<file path="src/rtl/sram_wb_port0_bridge.sv">
// Wishbone classic slave driving port 0 (RW) of a 32x512 OpenRAM macro.
// Each access walks IDLE -> ACCESS -> WAIT -> ACK to fit the macro's posedge-register / negedge-act timing.
module sram_wb_port0_bridge #(
   parameter logic [31:0] BASE_ADDR  = 32'h3000_0000,
   parameter int          ADDR_WIDTH = 9,
   parameter int          DATA_WIDTH = 32,
   parameter int          NUM_WMASKS = 4
) (
   input  logic                  wb_clk_i,
   input  logic                  wb_rst_i,
   input  logic                  wbs_cyc_i,
   input  logic                  wbs_stb_i,
   input  logic                  wbs_we_i,
   input  logic [NUM_WMASKS-1:0] wbs_sel_i,
   input  logic [31:0]           wbs_adr_i,
   input  logic [DATA_WIDTH-1:0] wbs_dat_i,
   output logic                  wbs_ack_o,
   output logic [DATA_WIDTH-1:0] wbs_dat_o,
   output logic                  sram_csb0,
   output logic                  sram_web0,
   output logic [NUM_WMASKS-1:0] sram_wmask0,
   output logic [ADDR_WIDTH-1:0] sram_addr0,
   output logic [DATA_WIDTH-1:0] sram_din0,
   input  logic [DATA_WIDTH-1:0] sram_dout0
);

   localparam int WIN_LSB = ADDR_WIDTH + 2;

   typedef enum logic [1:0] {IDLE, ACCESS, WAIT, ACK} state_t;

   state_t state;
   logic   is_read;
   logic   aborted;
   logic   req;
   logic   hit;
   logic   unused_adr_bits;

   assign req             = wbs_cyc_i & wbs_stb_i;
   assign hit             = (wbs_adr_i[31:WIN_LSB] == BASE_ADDR[31:WIN_LSB]);
   assign unused_adr_bits = ^wbs_adr_i[1:0];

   // NOTE: every register here uses <= so all updates on an edge see the pre-edge values.
   always_ff @(posedge wb_clk_i or posedge wb_rst_i) begin
      if (wb_rst_i) begin
         state       <= IDLE;
         is_read     <= 1'b0;
         aborted     <= 1'b0;
         sram_csb0   <= 1'b1;
         sram_web0   <= 1'b1;
         sram_wmask0 <= '0;
         sram_addr0  <= '0;
         sram_din0   <= '0;
         wbs_ack_o   <= 1'b0;
         wbs_dat_o   <= '0;
      end else begin
         wbs_ack_o <= 1'b0;
         case (state)
            IDLE: begin
               if (req && hit) begin
                  state       <= ACCESS;
                  is_read     <= ~wbs_we_i;
                  aborted     <= 1'b0;
                  sram_csb0   <= 1'b0;
                  sram_web0   <= ~wbs_we_i;
                  sram_addr0  <= wbs_adr_i[WIN_LSB-1:2];
                  sram_din0   <= wbs_dat_i;
                  sram_wmask0 <= wbs_we_i ? wbs_sel_i : '0;
               end
            end
            ACCESS: begin
               // The macro has sampled the request on this edge; addr0/din0 stay put.
               state       <= WAIT;
               sram_csb0   <= 1'b1;
               sram_web0   <= 1'b1;
               sram_wmask0 <= '0;
               if (!req) aborted <= 1'b1;
            end
            WAIT: begin
               state <= ACK;
               if (is_read) wbs_dat_o <= sram_dout0;
               wbs_ack_o <= req & ~aborted;
            end
            ACK: begin
               state <= IDLE;
            end
            default: state <= IDLE;
         endcase
      end
   end

endmodule

</file>
<file path="config.mk">
export PLATFORM = sky130hd
export DESIGN_NAME = sram_wb_port0_bridge
export DESIGN_NICKNAME = d
export VERILOG_FILES = /design/src/rtl/sram_wb_port0_bridge.sv
export SDC_FILE = /design/constraint.sdc
export NUM_CORES = 1
export LEC_CHECK = 0
export BUFFER_PORTS_ARGS = -buffer_cell sky130_fd_sc_hd__buf_2
export CAP_MARGIN = 20
export CORE_AREA = 2 2 120 122
export DETAILED_ROUTE_END_ITERATION = 16
export DIE_AREA = 0 0 122 124
export PLACE_DENSITY_LB_ADDON = 0.3
export SYNTH_ARGS = -nofsm -noshare
export SYNTH_HDL_FRONTEND = slang
export SYNTH_SLANG_ARGS = --single-unit
</file>
<file path="constraint.sdc">
create_clock -name wb_clk_i -period 6.45 [get_ports wb_clk_i]
set_input_delay 0.3225 -clock wb_clk_i [delete_from_list [all_inputs] [get_ports wb_clk_i]]
set_output_delay 0.3225 -clock wb_clk_i [all_outputs]
set_load 0.1 [all_outputs]
</file>
# Word level (Yosys, flattened, before mapping)
# Index checks and enable logic that the tools add are counted.
# classes
eq_ne,6
reduce_logical,7
bitwise,4
muxes,12
# ops
op,count
$eq 21x19->1 const B,1
$mux 4,2
$pmux 2 s4,1
$pmux 4 s2,1
$pmux 1 s2,3
$reduce_and 2->1,3
$eq 2x2->1 const B,2
$mux 1,4
$ne 2x2->1 const B,2
$reduce_and 3->1,1
$and 1x1->1,2
$eq 2x1->1 const B,1
$logic_not 2->1,1
$mux 2,1
$not 1->1,2
$reduce_bool 2->1,1
$logic_and 1x1->1,1
# word_totals
input_bits,105
regBits,84
output_inout_bits,80
wordCells,39

# Longest topological paths before layout
# Gate-level depths: netlist of the first run.
# logic_depth
word_depth,4
ltp_mapped,6
mapped_depth_nobuf,6

# Worst setup path before layout of the first run
# Ideal clock, no wire load.
# synth_timing
path_kind,in2reg
from,in wbs_adr_i[14]
to,reg sram_din0[10]
setup_slack_ps,4567
required_time_ps,6325
cell_stages,5
arrival_time_ps,1757
path_cell_list,nor4_2 nand4_2 nor3_4 buf_6 mux2_2
# synth_via
elab_chain_cells,3
# synth_rtl
item,line,text
start: declaration,15,"input logic [31:0] wbs_adr_i,"
$eq 21x19->1,39,assign hit = (wbs_adr_i[31:WIN_LSB] == BASE_ADDR[31:WIN_LSB]);
$logic_and 1x1->1,59,if (req && hit) begin
$reduce_and 2->1 (no source line),-,
end signal: assignment,66,sram_din0 <= wbs_dat_i;
end: declaration,23,"output logic [DATA_WIDTH-1:0] sram_din0,"
# Every way passes these cells.
# A chain may end at the register's enable or synchronous reset.

# Worst setup path in the final report of the first run
# layout_timing
from,reg state[1]
to,reg sram_din0[28]
# layout_via
elab_chain_cells,2
# layout_rtl
item,line,text
start: declaration,31,state_t state;
start signal: assignment,45,state <= IDLE;
start signal: assignment,60,state <= ACCESS;
start signal: assignment,72,state <= WAIT;
$logic_not 2->1,57,case (state)
$reduce_and 2->1 (no source line),-,
# Every way passes these cells.

==> impl_metrics.ini, run 1 <==
[status]
status = completed

[cells_and_area]
layout-drive-gt1-share_pct = 66.51
syn2layout_area_growth_pct = 41.88
ff_latch_area_um2 = 2105
antenna_cells = 0
fillers = 1376
multiInputGateArea_um2 = 1186
num-nets-final = 519
finalNonFillerCells = 595

[sta]
holdWs_ns = 0.06054
maxSlewViolCount = 0
fin_crit_ns = 2.515
skew_ns = 0.005519
post-route-period-util_pct = 38.99
setup_slack_ns = 3.935
fmax_mhz = 397.7
worstMarginPinSlew_ns = 0.5933
rsz0062_at_grt = no
tns_ns = 0
finalSetupViolCount = 0
hold_viol = 0
relSlewSlack_pct = 60.32

[routing]
wl_met1_mm = 3.159
topRoutingLayerUsed = met4
dr_total_vias = 2493
wl_met3_um = 670
avgViaCountPerCell = 4.190
wl_met2_mm = 3.737
wl_per_cell_um = 12.92
antenna_left = 0
drt-total-wl_mm = 7.686
firstDrtPassIters = 4
drt_iter0_drc = 81
drcViolationCount = 0

[setup_path]
crit_slowest_cell = nor3_4
cp_top_family = buffers and inverters
critPathMaxStageDelay_ns = 0.55
start_kind = flop
timing.critical_path.buf_inv = 3
crit_path_end_kind = flop
path_class = reg2reg
path_cells = inv_1, ha_1, inv_1, nor3_4, buf_4, mux2_2
critical_path_arrival_ns = 2.73
crit_top_cell = inv_1
cp.required_ns = 6.67
reg2reg_slack_ns = 3.94
reg2reg_from = state[1]
cp_max_fo = 34
startpoint = state[1]

[hold_path]
min_path_type = in2async

[floorplan]
die_height_um = 124
dieArea_um2 = 15130
initial_core_util_pct = 24.59
dieWidth_um = 122
row_count = 43
core_um2 = 13720
io-pin-count = 185

[logic_synthesis]
syn_inst = 220
synth_largest_area_cell = dfrtp_1
syn_nets = 329
ys_seq_area_share_pct = 62.39
netlist_area_um2 = 3373
syn_area_per_cell_um2 = 15.33
synth-seq-cells = 84
ys_warn_count = 0
ys_top_cells_by_area = dfrtp_1, mux2_2, mux2_1
yosysTopAreaCellShare_pct = 60.83
ys_types = 28

[placed_design]
portBuffers = 182
pre_cts_slack_ns = 3.787
place_congestion = 0.7154
place_inst = 578
hpwl_mm = 5.796

[run]
cap_violations = 0

[global_route]
grt_pass1_vias = 2387
grt_usage_pct = 9.921
antenna_found_initial = 0
grt_max_degree = 85
grt_first_pass_wirelength_mm = 11.52
grt_overflow = 0

[cts]
cts_tree = yes
clk-insertion-delay-late_ns = 0.33
clockRootBuffer = clkbuf_16
cts_resized = 0
htree_levels = 3
postCtsSetupRepairBufs = 0
cts_sinks = 84
numCtsBuffers = 9
hold_buffers = 0
clk_pin_slew_ns = 0.06
cts_buffer_depth = 2

[power]
leakagePower_nw = 2.566
ir_worst_vdd_uv = 89.55
powerDensity_nw_per_um2 = 267.1
## cells in the mapped netlist, drive strengths merged
cell type  number
dfrtp          82
mux2           75
nand2           8
buf             7
inv             7
nor4            6
ha              4
mux2i           4
nand4           3
nor2            3
o21ai           3
a2bb2oi         2
dfstp           2
nand3           2
o211ai          2
or2             2
a21oi           1
and3b           1
and4            1
nor3            1
nor3b           1
nor4b           1
o31ai           1
o41ai           1
## layout make-up
cell class	instances	area share (%)
clock inverters	3	0.4444
multi-input cells	122	24.78
well taps	180	4.706
flip-flops and latches	84	43.97
repair buffers	186	20.08
clock buffers	13	5.438
inverters	7	0.5752
## layer usage
layer | global-route usage (%) | up-vias
met1 | 11.51 | 1212
met3 | 3.480 | 10
met4 | 4.670 | 0
met2 | 16.45 | 106
li1 | - | 1165
met5 | 0 | -
## cell families after synthesis
kind of cell,Yosys count,share of synthesized area [%]
AOI/OAI and AO/OA,10,2.040
adders and majority gates,4,1.484
buffers and inverters,14,2.448
DFF,84,62.39
muxes,79,26.22
and+or+nand+nor,29,5.416
## flip-flops by register name, indices dropped and copies added, names as in the netlist
| name | cells |
|---|---|
| state | 2 |
| sram_din0 | 32 |
| wbs_dat_o | 32 |
| sram_web0 | 1 |
| is_read | 1 |
| wbs_ack_o | 1 |
| sram_wmask0 | 4 |
| sram_addr0 | 9 |
| sram_csb0 | 1 |
| aborted | 1 |
## placed cells by master, fill, tap and decap left out, types with 3 or more instances in the layout
cell / n
o21ai_0: 3
inv_1: 6
mux2_1: 7
nor4_1: 5
mux2_2: 68
nand2_1: 8
buf_4: 3
buf_2: 182
nor2_1: 3
dfrtp_1: 82
clkbuf_16: 9
mux2i_1: 4
ha_1: 4
## worst register-to-register path: stages, from the launching register on
cell,delay [ns]
dfrtp_1,0.41
inv_1,0.11
ha_1,0.26
inv_1,0.15
nor3_4,0.55
buf_4,0.50
mux2_2,0.42
## worst paths after layout
| check | end | cells after the start |
|---|---|---|
| max | sram_din0[28] | 6 |
| min in group wb_clk_i | sram_addr0[6] | 2 |
| max in group asynchronous | sram_csb0 | 4 |
| max reg2reg | sram_din0[28] | 6 |
| min | sram_din0[26] | 3 |
| min reg2reg | sram_din0[24] | 1 |
## through the flow
stage | area (um^2) | util [%] | power (mW)
floorplan | 3373 | - | 0.7406
global placement | 4477 | 32.63 | 0.8024
detailed placement | 4477 | 32.63 | 0.8080
CTS | 4758 | 34.68 | 1.300
global route | 4786 | 34.88 | 1.349
finish | 4786 | 34.88 | 1.278
## where the power goes
part           switching, mW  leakage (nW)  internal (mW)  total (mW)
clock                  0.198         0.136          0.282       0.480
sequential            0.0112          1.08          0.549       0.560
combinational          0.168          1.35         0.0704       0.239
(Power assumes the default switching activity.)
==> run 2, diff against run 1 <==
==> constraint.sdc (replaced) <==
create_clock -name wb_clk_i -period 2.43 [get_ports wb_clk_i]
set_input_delay 0.1215 -clock wb_clk_i [delete_from_list [all_inputs] [get_ports wb_clk_i]]
set_output_delay 0.1215 -clock wb_clk_i [all_outputs]
set_load 0.1 [all_outputs]
==> run 2 against run 1 <==
  * Count of clock-buffer cells in the layout fell by 1
  * Die area did not move
  * Final cell count rose by 4.5%
  * Sequential share of layout area fell by 2.7 points
  * Critical path depth did not move
  * First-iteration DRC count fell by 30%
  * Worst hold slack got worse by 0.043 ns
  * Register-to-register slack got worse by 3.4 ns
  * Wire length rose by 6.3%
  * Global-route usage rose by 1.1 points
  * Clock power rose to 3.0 times the previous value
  * Critical path type unchanged
  * Critical endpoint is now sram_din0[27]
==> impl_metrics.ini, run 2 (synthesis gave the netlist of run 1 again) <==
[sta]
fin_crit_ns = 1.943
tns_ns = 0
maxSlewViolCount = 0
rsz0062_at_grt = no
finalSetupViolCount = 0
relSlewSlack_pct = 58.74
post-route-period-util_pct = 79.96
skew_ns = 0.003601
fmax_mhz = 514.7
hold_viol = 0
worstMarginPinSlew_ns = 0.6189

[routing]
firstDrtPassIters = 4
drt-total-wl_mm = 8.174
antenna_left = 0
drcViolationCount = 0
drt_iter0_drc = 57
dr_total_vias = 2599
avgViaCountPerCell = 4.178
wl_met2_mm = 3.921
wl_met1_mm = 3.467
wl_met3_um = 609
wl_per_cell_um = 13.14
topRoutingLayerUsed = met4

[placed_design]
place_congestion = 0.7232
hpwl_mm = 6.056
portBuffers = 182

[setup_path]
critical_path_arrival_ns = 2.16
cp_top_family = buffers and inverters
timing.critical_path.buf_inv = 3
crit_slowest_cell = dfrtp_1
path_class = reg2reg
crit_top_cell = inv_1
cp.required_ns = 2.65
cp_max_fo = 34
path_cells = inv_1, ha_1, inv_1, nor3_4, buf_12, mux2_2
crit_path_end_kind = flop
critPathMaxStageDelay_ns = 0.38
start_kind = flop

[run]
cap_violations = 0

[cts]
numCtsBuffers = 9
clk-insertion-delay-late_ns = 0.34
cts_tree = yes
clk_pin_slew_ns = 0.06
clockRootBuffer = clkbuf_16
cts_sinks = 84
cts_buffer_depth = 2
postCtsSetupRepairBufs = 0
htree_levels = 3
cts_resized = 0

[cells_and_area]
final_common_cell = buf_2
antenna_cells = 0
reg_top3 = sram_din0: 32 flops, wbs_dat_o: 32 flops, sram_addr0: 9 flops
syn2layout_area_growth_pct = 51.00
layout-drive-gt1-share_pct = 62.90
fin_util_pct = 37.13
num-nets-final = 546
final_cell_mix = buf_2, dfrtp_1, mux2_2

[hold_path]
min_path_type = in2reg

[floorplan]
initial_core_util_pct = 24.59
die_height_um = 124
dieArea_um2 = 15130
core_um2 = 13720
row_count = 43
dieWidth_um = 122
io-pin-count = 185

[global_route]
grt_usage_pct = 11.00
grt_overflow = 0
grt_max_degree = 36
grt_first_pass_wirelength_mm = 12.68
antenna_found_initial = 0
grt_pass1_vias = 2664

[power]
leakagePower_nw = 2.696
powerDensity_nw_per_um2 = 711.1
p_total_mw = 3.622
ir_worst_vdd_uv = 308.2

[status]
status = completed
-- run 2: cell count changes in the layout (fill, tap and decap cells not counted) --
| cell | delta |
|---|---|
| dlygate4sd3_1 | +25 |
| buf_12 | +2 |
| bufinv_16 | +2 |
| buf_16 | -1 |
| buf_4 | +1 |
| clkbuf_8 | -1 |
| clkinv_4 | -1 |
-- run 2: path summary, 6_finish.rpt --
kind                                     start       endpoint  slack, ns  depth (start not counted)
worst max-delay path                  state[0]  sram_din0[27]       0.49                          6
worst min-delay path            sram_dout0[14]  wbs_dat_o[14]       0.02                          2
worst max register to register        state[0]  sram_din0[27]       0.49                          6
worst min register to register   sram_din0[23]  sram_din0[23]       0.48                          1
max in group asynchronous             wb_rst_i  sram_din0[17]       1.37                          4
min in group asynchronous             wb_rst_i  sram_din0[30]       0.39                          3
-- run 2: layer usage --
metal | vias to the layer above | track usage [%]
met5 | - | 0
met4 | 0 | 5.316
li1 | 1228 | -
met3 | 14 | 3.205
met2 | 107 | 18.16
met1 | 1250 | 13.19
-- run 2: final cells by class --
cell class              count  area [um^2]
clock buffers              12        246.5
multi-input cells         122         1186
inverters                   7        27.53
fillers                  1342         8626
repair buffers            213         1231
flip-flops and latches     84         2105
well taps                 180        225.2
clock inverters             4        72.57
-- run 2: power by group --
part / switching, mW / internal, mW / leakage, nW
Sequential: 0.0277 / 1.46 / 1.08
Combinational: 0.461 / 0.222 / 1.46
Clock: 0.529 / 0.927 / 0.153
Total: 1.02 / 2.60 / 2.70
-- run 2: per-stage QoR --
step                std cells  cell area [um^2]  hold slack (ns)  setup WS, ns
floorplan                 220              3373           0.2562        0.1467
global placement          581              4524           0.2258        0.5415
detailed placement        581              4524           0.2333        0.4918
CTS                       621              5084       0.00009659        0.4804
global route              622              5094         0.004321        0.3088
finish                    622              5094          0.01784        0.4870
-- run 2: repair_timing --
item	4_1_cts	5_1_grt
setup endpoints to repair	0	0
hold endpoints to repair	52	1
hold buffers	24	1
